<file path="src/rtl/rev_gate_inverter.sv">
// Sequential reversible-gate executor: runs a stored NOT/CNOT/Toffoli program on {A,B,C},
// forward or inverse. Optional illegal-gate trapping is enabled by defining GATE_CHECK_EN.
module rev_gate_inverter #(
    parameter int DEPTH = 8,
    parameter int AW    = $clog2(DEPTH)
) (
    input  logic          clk,
    input  logic          rst,
    input  logic          prog_we,
    input  logic [AW-1:0] prog_addr,
    input  logic [7:0]    prog_data,
    input  logic [AW:0]   prog_len,
    input  logic          start,
    input  logic          dir,
    input  logic          A,
    input  logic          B,
    input  logic          C,
    output logic [2:0]    Out,
    output logic          busy,
    output logic          done,
    output logic          err
);
    typedef enum logic [1:0] {IDLE, RUN, DONE} state_t;

    localparam logic [AW:0] DEPTH_L = (AW+1)'(DEPTH);

    state_t        state, state_n;
    logic [7:0]    mem [DEPTH];
    logic [AW-1:0] pc;
    logic [AW:0]   cnt;
    logic [AW:0]   len_c;
    logic          dir_r;
    logic [2:0]    out_r;

    logic [7:0]    entry;
    logic [1:0]    op, tgt, c1, c2;
    logic          illegal;
    logic [3:0]    sx;
    logic [3:0]    onehot;
    logic          flip;
    logic [2:0]    out_n;

    assign len_c = (prog_len > DEPTH_L) ? DEPTH_L : prog_len;

    assign entry = mem[pc];
    assign op    = entry[7:6];
    assign tgt   = entry[5:4];
    assign c1    = entry[3:2];
    assign c2    = entry[1:0];

    // Controls are only "used" by the ops that read them; NOP uses nothing.
    always_comb begin
        illegal = 1'b0;
        if (op != 2'b00 && tgt == 2'd3)
            illegal = 1'b1;
        if (op[1] && (c1 == 2'd3 || c1 == tgt))
            illegal = 1'b1;
        if (op == 2'b11 && (c2 == 2'd3 || c2 == tgt))
            illegal = 1'b1;
    end

    // Padding index 3 to zero keeps every select in range; illegal gates flip nothing.
    assign sx     = {1'b0, out_r};
    assign onehot = 4'b0001 << tgt;
    always_comb begin
        flip = 1'b0;
        case (op)
            2'b01:   flip = 1'b1;
            2'b10:   flip = sx[c1];
            2'b11:   flip = sx[c1] & sx[c2];
            default: flip = 1'b0;
        endcase
    end
    assign out_n = (illegal || !flip) ? out_r : (out_r ^ onehot[2:0]);

    always_ff @(posedge clk) begin
        if (rst) state <= IDLE;
        else     state <= state_n;
    end

    always_comb begin
        state_n = state;
        case (state)
            IDLE: if (start) state_n = (len_c == '0) ? DONE : RUN;
            RUN: begin
`ifdef GATE_CHECK_EN
                if (illegal) state_n = DONE;
                else
`endif
                if (cnt == (AW+1)'(1)) state_n = DONE;
            end
            DONE:    state_n = IDLE;
            default: state_n = IDLE;
        endcase
    end

    always_ff @(posedge clk) begin
        if (rst) begin
            for (int i = 0; i < DEPTH; i++) mem[i] <= 8'h00;
            out_r <= 3'b000;
            pc    <= '0;
            cnt   <= '0;
            dir_r <= 1'b0;
        end else begin
            case (state)
                IDLE: begin
                    if (prog_we) mem[prog_addr] <= prog_data;
                    if (start) begin
                        out_r <= {A, B, C};
                        pc    <= dir ? AW'(len_c - (AW+1)'(1)) : '0;
                        cnt   <= len_c;
                        dir_r <= dir;
                    end
                end
                RUN: begin
                    out_r <= out_n;
                    pc    <= dir_r ? pc - AW'(1) : pc + AW'(1);
                    cnt   <= cnt - (AW+1)'(1);
                end
                default: ;
            endcase
        end
    end

`ifdef GATE_CHECK_EN
    logic err_r;
    always_ff @(posedge clk) begin
        if (rst)
            err_r <= 1'b0;
        else if (state == IDLE && start)
            err_r <= 1'b0;
        else if (state == RUN && illegal)
            err_r <= 1'b1;
    end
    assign err = err_r;
`else
    assign err = 1'b0;
`endif

    assign Out  = out_r;
    assign busy = (state == RUN);
    assign done = (state == DONE);
endmodule

</file>
<file path="config.mk">
export PLATFORM = sky130hd
export DESIGN_NAME = rev_gate_inverter
export DESIGN_NICKNAME = d
export VERILOG_FILES = /design/src/rtl/rev_gate_inverter.sv
export SDC_FILE = /design/constraint.sdc
export NUM_CORES = 1
export LEC_CHECK = 0
export ABC_CLOCK_PERIOD_IN_PS = 3700
export BUFFER_PORTS_ARGS = -buffer_cell sky130_fd_sc_hd__buf_2
export CAP_MARGIN = 15
export CELL_PAD_IN_SITES_DETAIL_PLACEMENT = 0
export CELL_PAD_IN_SITES_GLOBAL_PLACEMENT = 1
export CORE_ASPECT_RATIO = 0.6
export CORE_UTILIZATION = 50
export DETAILED_ROUTE_END_ITERATION = 10
export GPL_ROUTABILITY_DRIVEN = 0
export PLACE_DENSITY_LB_ADDON = 0.1
export SLEW_MARGIN = 20
export SYNTH_ARGS = -nofsm -noshare
export SYNTH_HDL_FRONTEND = slang
export SYNTH_SLANG_ARGS = --single-unit
</file>
<file path="constraint.sdc">
create_clock -name clk -period 3.7 [get_ports clk]
set_input_delay 0.185 -clock clk [delete_from_list [all_inputs] [get_ports clk]]
set_output_delay 0.185 -clock clk [all_outputs]
set_load 0.1 [all_outputs]
</file>
==> qor.txt, run 1 <==
Leakage -> 1.73 nW
initial antenna violation count -> 0
Num CTS Buffers -> 9
gr busiest metal -> met1
met3 Usage GRT -> 5.91%
maxcap violations -> 0
commonest cells after routing, fill and taps aside -> 65 x and2_1, 64 x edfxtp_1, 27 x buf_2, 24 x nand2_1, 22 x nor2_1
Worst Max-Slew Pin Slew -> 0.814 ns
most common cell after layout, fill and taps aside -> and2_1
CTS root buffer -> clkbuf_16
Max FO, Critical Path -> 11
Setup Buffers After CTS -> 0
CP arrival -> 3.01 ns
die width -> 117 µm
met2 Resource Use GR -> 31.2%
total core area -> 7480 µm²
number of synthesized flops with an enable pin -> 64
Distinct cells, synth -> 48
GRT Resource Usage Total -> 24.1%
cells resized by post-CTS repair -> 0
hold_buf cts -> 0
CP endpoint kind -> flop
worst setup path class -> reg2reg
CP Buf/Inv Count -> 1
asr flop ratio synth -> 0%
Area Overhead vs Synth -> 14.2%
WL/cell -> 19.3 µm
crit-path cells -> buf_4, mux4_2, nand2_1, o21ai_1, a2bb2oi_1, o211a_1, o2bb2ai_1, a31o_1, a32o_1
fin util -> 60.8%
Fin Setup TNS -> 0 ns
total grt overflow -> 0
CTS H-tree lvls -> 3
final WL -> 8.92 mm
Syn Nets -> 352
ranking of synthesized cells by area -> edfxtp_1 48%, and2_1 10%, mux4_2 8.5%
diode count -> 0
post-synthesis sequential area ratio -> 56.4%
Worst-Skew Late Latency -> 0.34 ns
clk_skew -> 0.00500 ns
synthesized instance count -> 324
Cell Area, Placed -> 4220 µm²
syn_area_per_cell -> 12.3 µm²
outcome -> finished clean
Final setup viols -> 0
crit path time final -> 2.78 ns
cell taking the most area after synthesis -> edfxtp_1
Primary FF master, synth -> edfxtp_1
pre-CTS setup slack -> 0.917 ns
vias in the first global route -> 2420
delay of the slowest critical-path stage -> 0.57 ns
Initial Utilization -> 53.2%
Post-Syn Area -> 3980 µm²
vias -> 2570
Crit path max-delay family -> compound AO/OA/AOI/OAI gates
nets -> 384
DRT iter0 DRCs -> 188
clock sinks -> 80
total die area -> 8330 µm²
first-pass GRT wire length -> 14.1 mm
port bufs -> 27
post-route cell area -> 4540 µm²
CTS tree -> done
Final period util -> 75.1%
Fmax achieved -> 360 MHz
clock-pin transition on the worst setup and hold timing paths -> 0.06 ns
GR Util met1 -> 39.6%
drt via density -> 5.55
die height -> 71.1 µm
I/O pin cnt -> 29
Slew headroom -> 45.6%
DRT antenna net count -> 0
layout cells sized above 1 -> 20.6%
Tot Pwr -> 2.42 mW
synth warn -> 0
router iterations before antenna repair -> 4
clock buffer depth -> 2
largest net degree at the start of global routing -> 23
Power Dens Cells -> 532 nW/µm²
CP max stage cell -> dfxtp_1
Site Rows -> 24
Setup crit start kind -> flop
Critical Path RT -> 3.93 ns
hpwl dp -> 6.46 mm
Synth Register Bits -> 80
Max VDD drop -> 0.252 mV
RSZ-0062 raised after global routing -> no
Synth top area share -> 48.3%
Final Max Slew Viols -> 0
HP Class -> in2reg
Final Hold Violating Endpoints -> 0
Remaining DRCs -> 0
setup ws final -> 0.922 ns
r2r setup slk -> 0.92 ns
==> sequential cells by signal, indices dropped and copies added, names as in the netlist, named ones only <==
name	count
mem	64
cnt	4
Out	3
pc	3
state	2
dir_r	1
==> stage by stage <==
step	hold WS [ns]	std cells
after detailed placement	0.479	449
final	0.154	463
after global placement	0.467	449
after floorplan	0.321	324
after CTS	0.132	463
after global routing	0.173	463
==> metal layers <==
| metal | vias up | share of wire (%) | routed length, µm |
|---|---|---|---|
| met5 | - | 0 | 0 |
| li1 | 1232 | - | - |
| met3 | 12 | 5.9 | 529 |
| met4 | 0 | 0.85 | 76 |
| met1 | 1255 | 53 | 4720 |
| met2 | 71 | 40 | 3600 |
==> cell families (layout without fill, tap and decap cells) <==
kind of cell | count (synthesis) | count (layout) | share of synthesized area, %
DFF | 80 | 80 | 56.4
buffers and inverters | 23 | 58 | 2.74
adders and majority gates | 5 | 5 | 1.76
AOI/OAI and AO/OA | 42 | 42 | 7.36
muxes | 22 | 22 | 10.9
and+or+nand+nor | 149 | 149 | 20.4
other | 1 | 1 | 0.0943
xor gates and xnor gates | 2 | 2 | 0.440
==> synthesized netlist by cell type (2+ instances only) <==
| cell type | count |
|---|---|
| and2_1 | 65 |
| edfxtp_1 | 64 |
| nand2_1 | 24 |
| nor2_1 | 22 |
| dfxtp_1 | 16 |
| mux4_2 | 15 |
| inv_1 | 11 |
| a21oi_1 | 9 |
| nand2b_1 | 9 |
| or2_2 | 9 |
| o21ai_0 | 8 |
| clkbuf_1 | 6 |
| mux2i_1 | 5 |
| nand3_1 | 5 |
| nor3_1 | 5 |
| ha_1 | 4 |
| a32o_1 | 3 |
| buf_2 | 3 |
| nor2b_1 | 3 |
| o21ai_1 | 3 |
| o31ai_1 | 3 |
| a2bb2oi_1 | 2 |
| and3_1 | 2 |
| buf_6 | 2 |
| mux2i_4 | 2 |
| nor3b_1 | 2 |
==> worst paths after layout <==
kind	endpoint	startpoint	cells after the start
setup / recovery	Out[2]$_SDFFE_PP0P_	flop	9
hold / removal	dir_r$_SDFFE_PP0P_	dir	3
setup reg to reg	Out[2]$_SDFFE_PP0P_	flop	9
hold reg to reg	flop	pc[2]$_SDFFE_PP0P_	2
==> where the power goes <==
part	leakage (nW)	switching, mW	internal, mW
Combinational	0.782	0.229	0.140
Clock	0.156	0.334	0.646
Sequential	0.794	0.0468	1.02
Total	1.73	0.610	1.81
==> final cells by class <==
cell class              instances  area (µm²)
inverters                      11        41.3
fillers                       600        2930
clock inverters                 5        97.6
repair buffers                 33         180
multi-input cells             221        1630
clock buffers                   9         225
flip-flops and latches         80        2240
well taps                     104         130
==> tightest hold or removal path: stages <==
cell	delay, ns
buf_2	0.13
nand2_1	0.06
a21oi_1	0.06
(Power assumes the default switching activity.)
==> run 2, diff against run 1 <==
--- a/config.mk
+++ b/config.mk
@@ -5,13 +5,14 @@
 export SDC_FILE = /design/constraint.sdc
 export NUM_CORES = 1
 export LEC_CHECK = 0
-export ABC_CLOCK_PERIOD_IN_PS = 3700
+export ABC_AREA = 1
+export ABC_CLOCK_PERIOD_IN_PS = 2650
 export BUFFER_PORTS_ARGS = -buffer_cell sky130_fd_sc_hd__buf_2
 export CAP_MARGIN = 15
 export CELL_PAD_IN_SITES_DETAIL_PLACEMENT = 0
 export CELL_PAD_IN_SITES_GLOBAL_PLACEMENT = 1
 export CORE_ASPECT_RATIO = 0.6
-export CORE_UTILIZATION = 50
+export CORE_UTILIZATION = 46
 export DETAILED_ROUTE_END_ITERATION = 10
 export GPL_ROUTABILITY_DRIVEN = 0
 export PLACE_DENSITY_LB_ADDON = 0.1
==> constraint.sdc (replaced) <==
create_clock -name clk -period 2.65 [get_ports clk]
set_input_delay 0.1325 -clock clk [delete_from_list [all_inputs] [get_ports clk]]
set_output_delay 0.1325 -clock clk [all_outputs]
set_load 0.1 [all_outputs]
==> run 2 against run 1 <==
Largest cell class unchanged. Sequential share of layout area about the same. Non-clock buffer count up 2. Highest routed layer unchanged. Hold slack worse by 0.090 ns. Critical endpoint is now Out[0]$_SDFFE_PP0P_.
==> qor.txt, run 2 <==
Top reg by flops -> mem
crit-path cells -> buf_4, nand3_1, nand3_1, nand2_1, nand2_1, nand2_1, nand2_1, nand2_1, nor2_1, nand2_1, nand2_1, nand2_1, nand2_2, nand2_1, nand2_1, nor2_2
fin util -> 53.3%
most numerous cell on the critical path -> nand2_1
Final period util -> 83.0%
Synth Register Bits -> 80
hpwl dp -> 7.39 mm
Worst-Skew Late Latency -> 0.34 ns
biggest regs -> mem (64), cnt (4)
port bufs -> 27
Post-Syn Area -> 4060 µm²
total core area -> 8520 µm²
pre-CTS setup slack -> 0.511 ns
Final Max Slew Viols -> 0
I/O pin cnt -> 29
CP Buf/Inv Count -> 1
Setup Buffers After CTS -> 0
Compound-Gate Fraction of Synth Area -> 5.46%
CP arrival -> 2.43 ns
DRT antenna net count -> 0
Num CTS Buffers -> 9
Hold Path Cell Cnt -> 3
Crit path max-delay family -> simple AND/OR/NAND/NOR gates
Power Dens Cells -> 756 nW/µm²
HP Class -> in2reg
RSZ-0062 raised after global routing -> no
cell taking the most area after synthesis -> edfxtp_1
Fin Setup TNS -> 0 ns
GRT Resource Usage Total -> 24.1%
max FFs per register -> 64
vias in the first global route -> 2790
clock-pin transition on the worst setup and hold timing paths -> 0.06 ns
most frequent cell after synthesis -> nand2_1
Post-Synth Adder-Cell Area -> 1.73%
leading post-synthesis cells by instance count -> 132 x nand2_1, 95 x nor2_1, 65 x inv_1
simple logic cell fraction of the synthesized area -> 27.0%
mux cell area share after synthesis -> 0%
r2r setup slk -> 0.45 ns
Max FO, Critical Path -> 11
CTS tree -> done
clock sinks -> 80
drt via density -> 5.09
Site Rows -> 26
WL/cell -> 16.0 µm
die width -> 123 µm
first-pass GRT wire length -> 15.7 mm
WP depth -> 16
nets -> 545
total grt overflow -> 0
cells resized by post-CTS repair -> 0
die height -> 74.8 µm
initial antenna violation count -> 0
Final Hold Violating Endpoints -> 0
Fmax achieved -> 455 MHz
asr flop ratio synth -> 0%
Leakage -> 2.09 nW
largest net degree at the start of global routing -> 33
hold endpoint -> state[0]$_SDFFE_PP0P_
outcome -> finished clean
setup ws final -> 0.451 ns
Synth top area share -> 47.3%
commonest cells after routing, fill and taps aside -> 132 x nand2_1, 95 x nor2_1, 65 x inv_1, 64 x edfxtp_1, 32 x nand3_1
worst setup path class -> reg2reg
synthesized instance count -> 485
FF-to-FF End -> Out[0]$_SDFFE_PP0P_
Remaining DRCs -> 0
final WL -> 10.2 mm
ranking of synthesized cells by area -> edfxtp_1 47%, nand2_1 12%, nor2_1 8.8%
CTS H-tree lvls -> 3
CP endpoint kind -> flop
Initial Utilization -> 47.6%
largest family of logic cells by synthesized area -> simple AND/OR/NAND/NOR gates
post-synthesis sequential area ratio -> 55.2%
CP max stage cell -> dfxtp_1
DRT iter0 DRCs -> 306
diode count -> 0
Max VDD drop -> 0.345 mV
syn_area_per_cell -> 8.37 µm²
router iterations before antenna repair -> 4
crit path time final -> 2.20 ns
CTS root buffer -> clkbuf_16
clock buffer depth -> 2
layout cells sized above 1 -> 12.1%
Syn Nets -> 513
total die area -> 9220 µm²
delay of the slowest critical-path stage -> 0.57 ns
cells on worst reg2reg path -> 16
synth warn -> 0
xor/xnor share of the synthesized area -> 1.29%
vias -> 3228
Critical Path RT -> 2.88 ns
clk_skew -> 0.00605 ns
hold_buf cts -> 0
Final setup viols -> 0
maxcap violations -> 0
Area Overhead vs Synth -> 12.0%
Setup crit start kind -> flop
Primary FF master, synth -> edfxtp_1
Distinct cells, synth -> 32
number of synthesized flops with an enable pin -> 64
most common cell after layout, fill and taps aside -> nand2_1
hold path startpoint -> start
[run 2: where the power goes]
part,internal [mW],switching [mW]
clock,0.634,0.485
combinational,0.236,0.574
sequential,1.44,0.0674
total,2.31,1.13
[run 2: final cells by class]
class / instances / area, µm²
Clock inverter: 3 / 20.0
Sequential cell: 80 / 2240
Tap cell: 112 / 140
Inverter: 69 / 264
Clock buffer: 13 / 240
Timing Repair Buffer: 35 / 195
Fill cell: 807 / 3980
Multi-Input combinational cell: 322 / 1440
[run 2: worst register-to-register path: stages, from the launching register on]
cell and delay [ns]:
dfxtp_1 0.57, buf_4 0.25, nand3_1 0.17, nand3_1 0.18, nand2_1 0.11, nand2_1 0.07, nand2_1 0.04, nand2_1 0.05
nand2_1 0.05, nor2_1 0.13, nand2_1 0.07, nand2_1 0.05, nand2_1 0.06, nand2_2 0.11, nand2_1 0.08, nand2_1 0.08
nor2_2 0.03
[run 2: kinds of logic after synthesis]
group                      Yosys count
DFF                                 80
buffers and inverters               83
other                                1
AOI/OAI and AO/OA                   38
xor gates and xnor gates             6
and+or+nand+nor                    272
adders and majority gates            5
[run 2: metal layers]
layer / GRT usage [%] / vias up / routed length (µm)
met5: 0 / - / 0
met4: 6.43 / 0 / 108
met3: 6.29 / 8 / 652
met2: 31.7 / 89 / 3950
met1: 38.2 / 1525 / 5450
li1: - / 1606 / -
[run 2: worst max path at each step]
stage | from | slack (ns) | endpoint
3_3_place_gp | flop | 0.55 | Out[0]$_SDFFE_PP0P_
3_5_place_dp | flop | 0.51 | Out[0]$_SDFFE_PP0P_
2_1_floorplan | state[0]$_SDFFE_PP0P_ | 0.32 | cnt[3]$_SDFFE_PP0P_
4_1_cts | flop | 0.50 | Out[0]$_SDFFE_PP0P_
5_1_grt | flop | 0.21 | Out[0]$_SDFFE_PP0P_
6_report | flop | 0.45 | Out[0]$_SDFFE_PP0P_
[run 2: metrics by stage]
| stage | power [mW] | hold WS [ns] | cell area [µm²] | std cells |
|---|---|---|---|---|
| floorplan | 2.15 | 0.202 | 4060 | 485 |
| finish | 3.44 | 0.0641 | 4550 | 634 |
| global placement | 2.34 | 0.396 | 4290 | 618 |
| global route | 3.62 | 0.0759 | 4550 | 634 |
| detailed placement | 2.33 | 0.408 | 4290 | 618 |
| CTS | 3.44 | 0.0572 | 4550 | 634 |
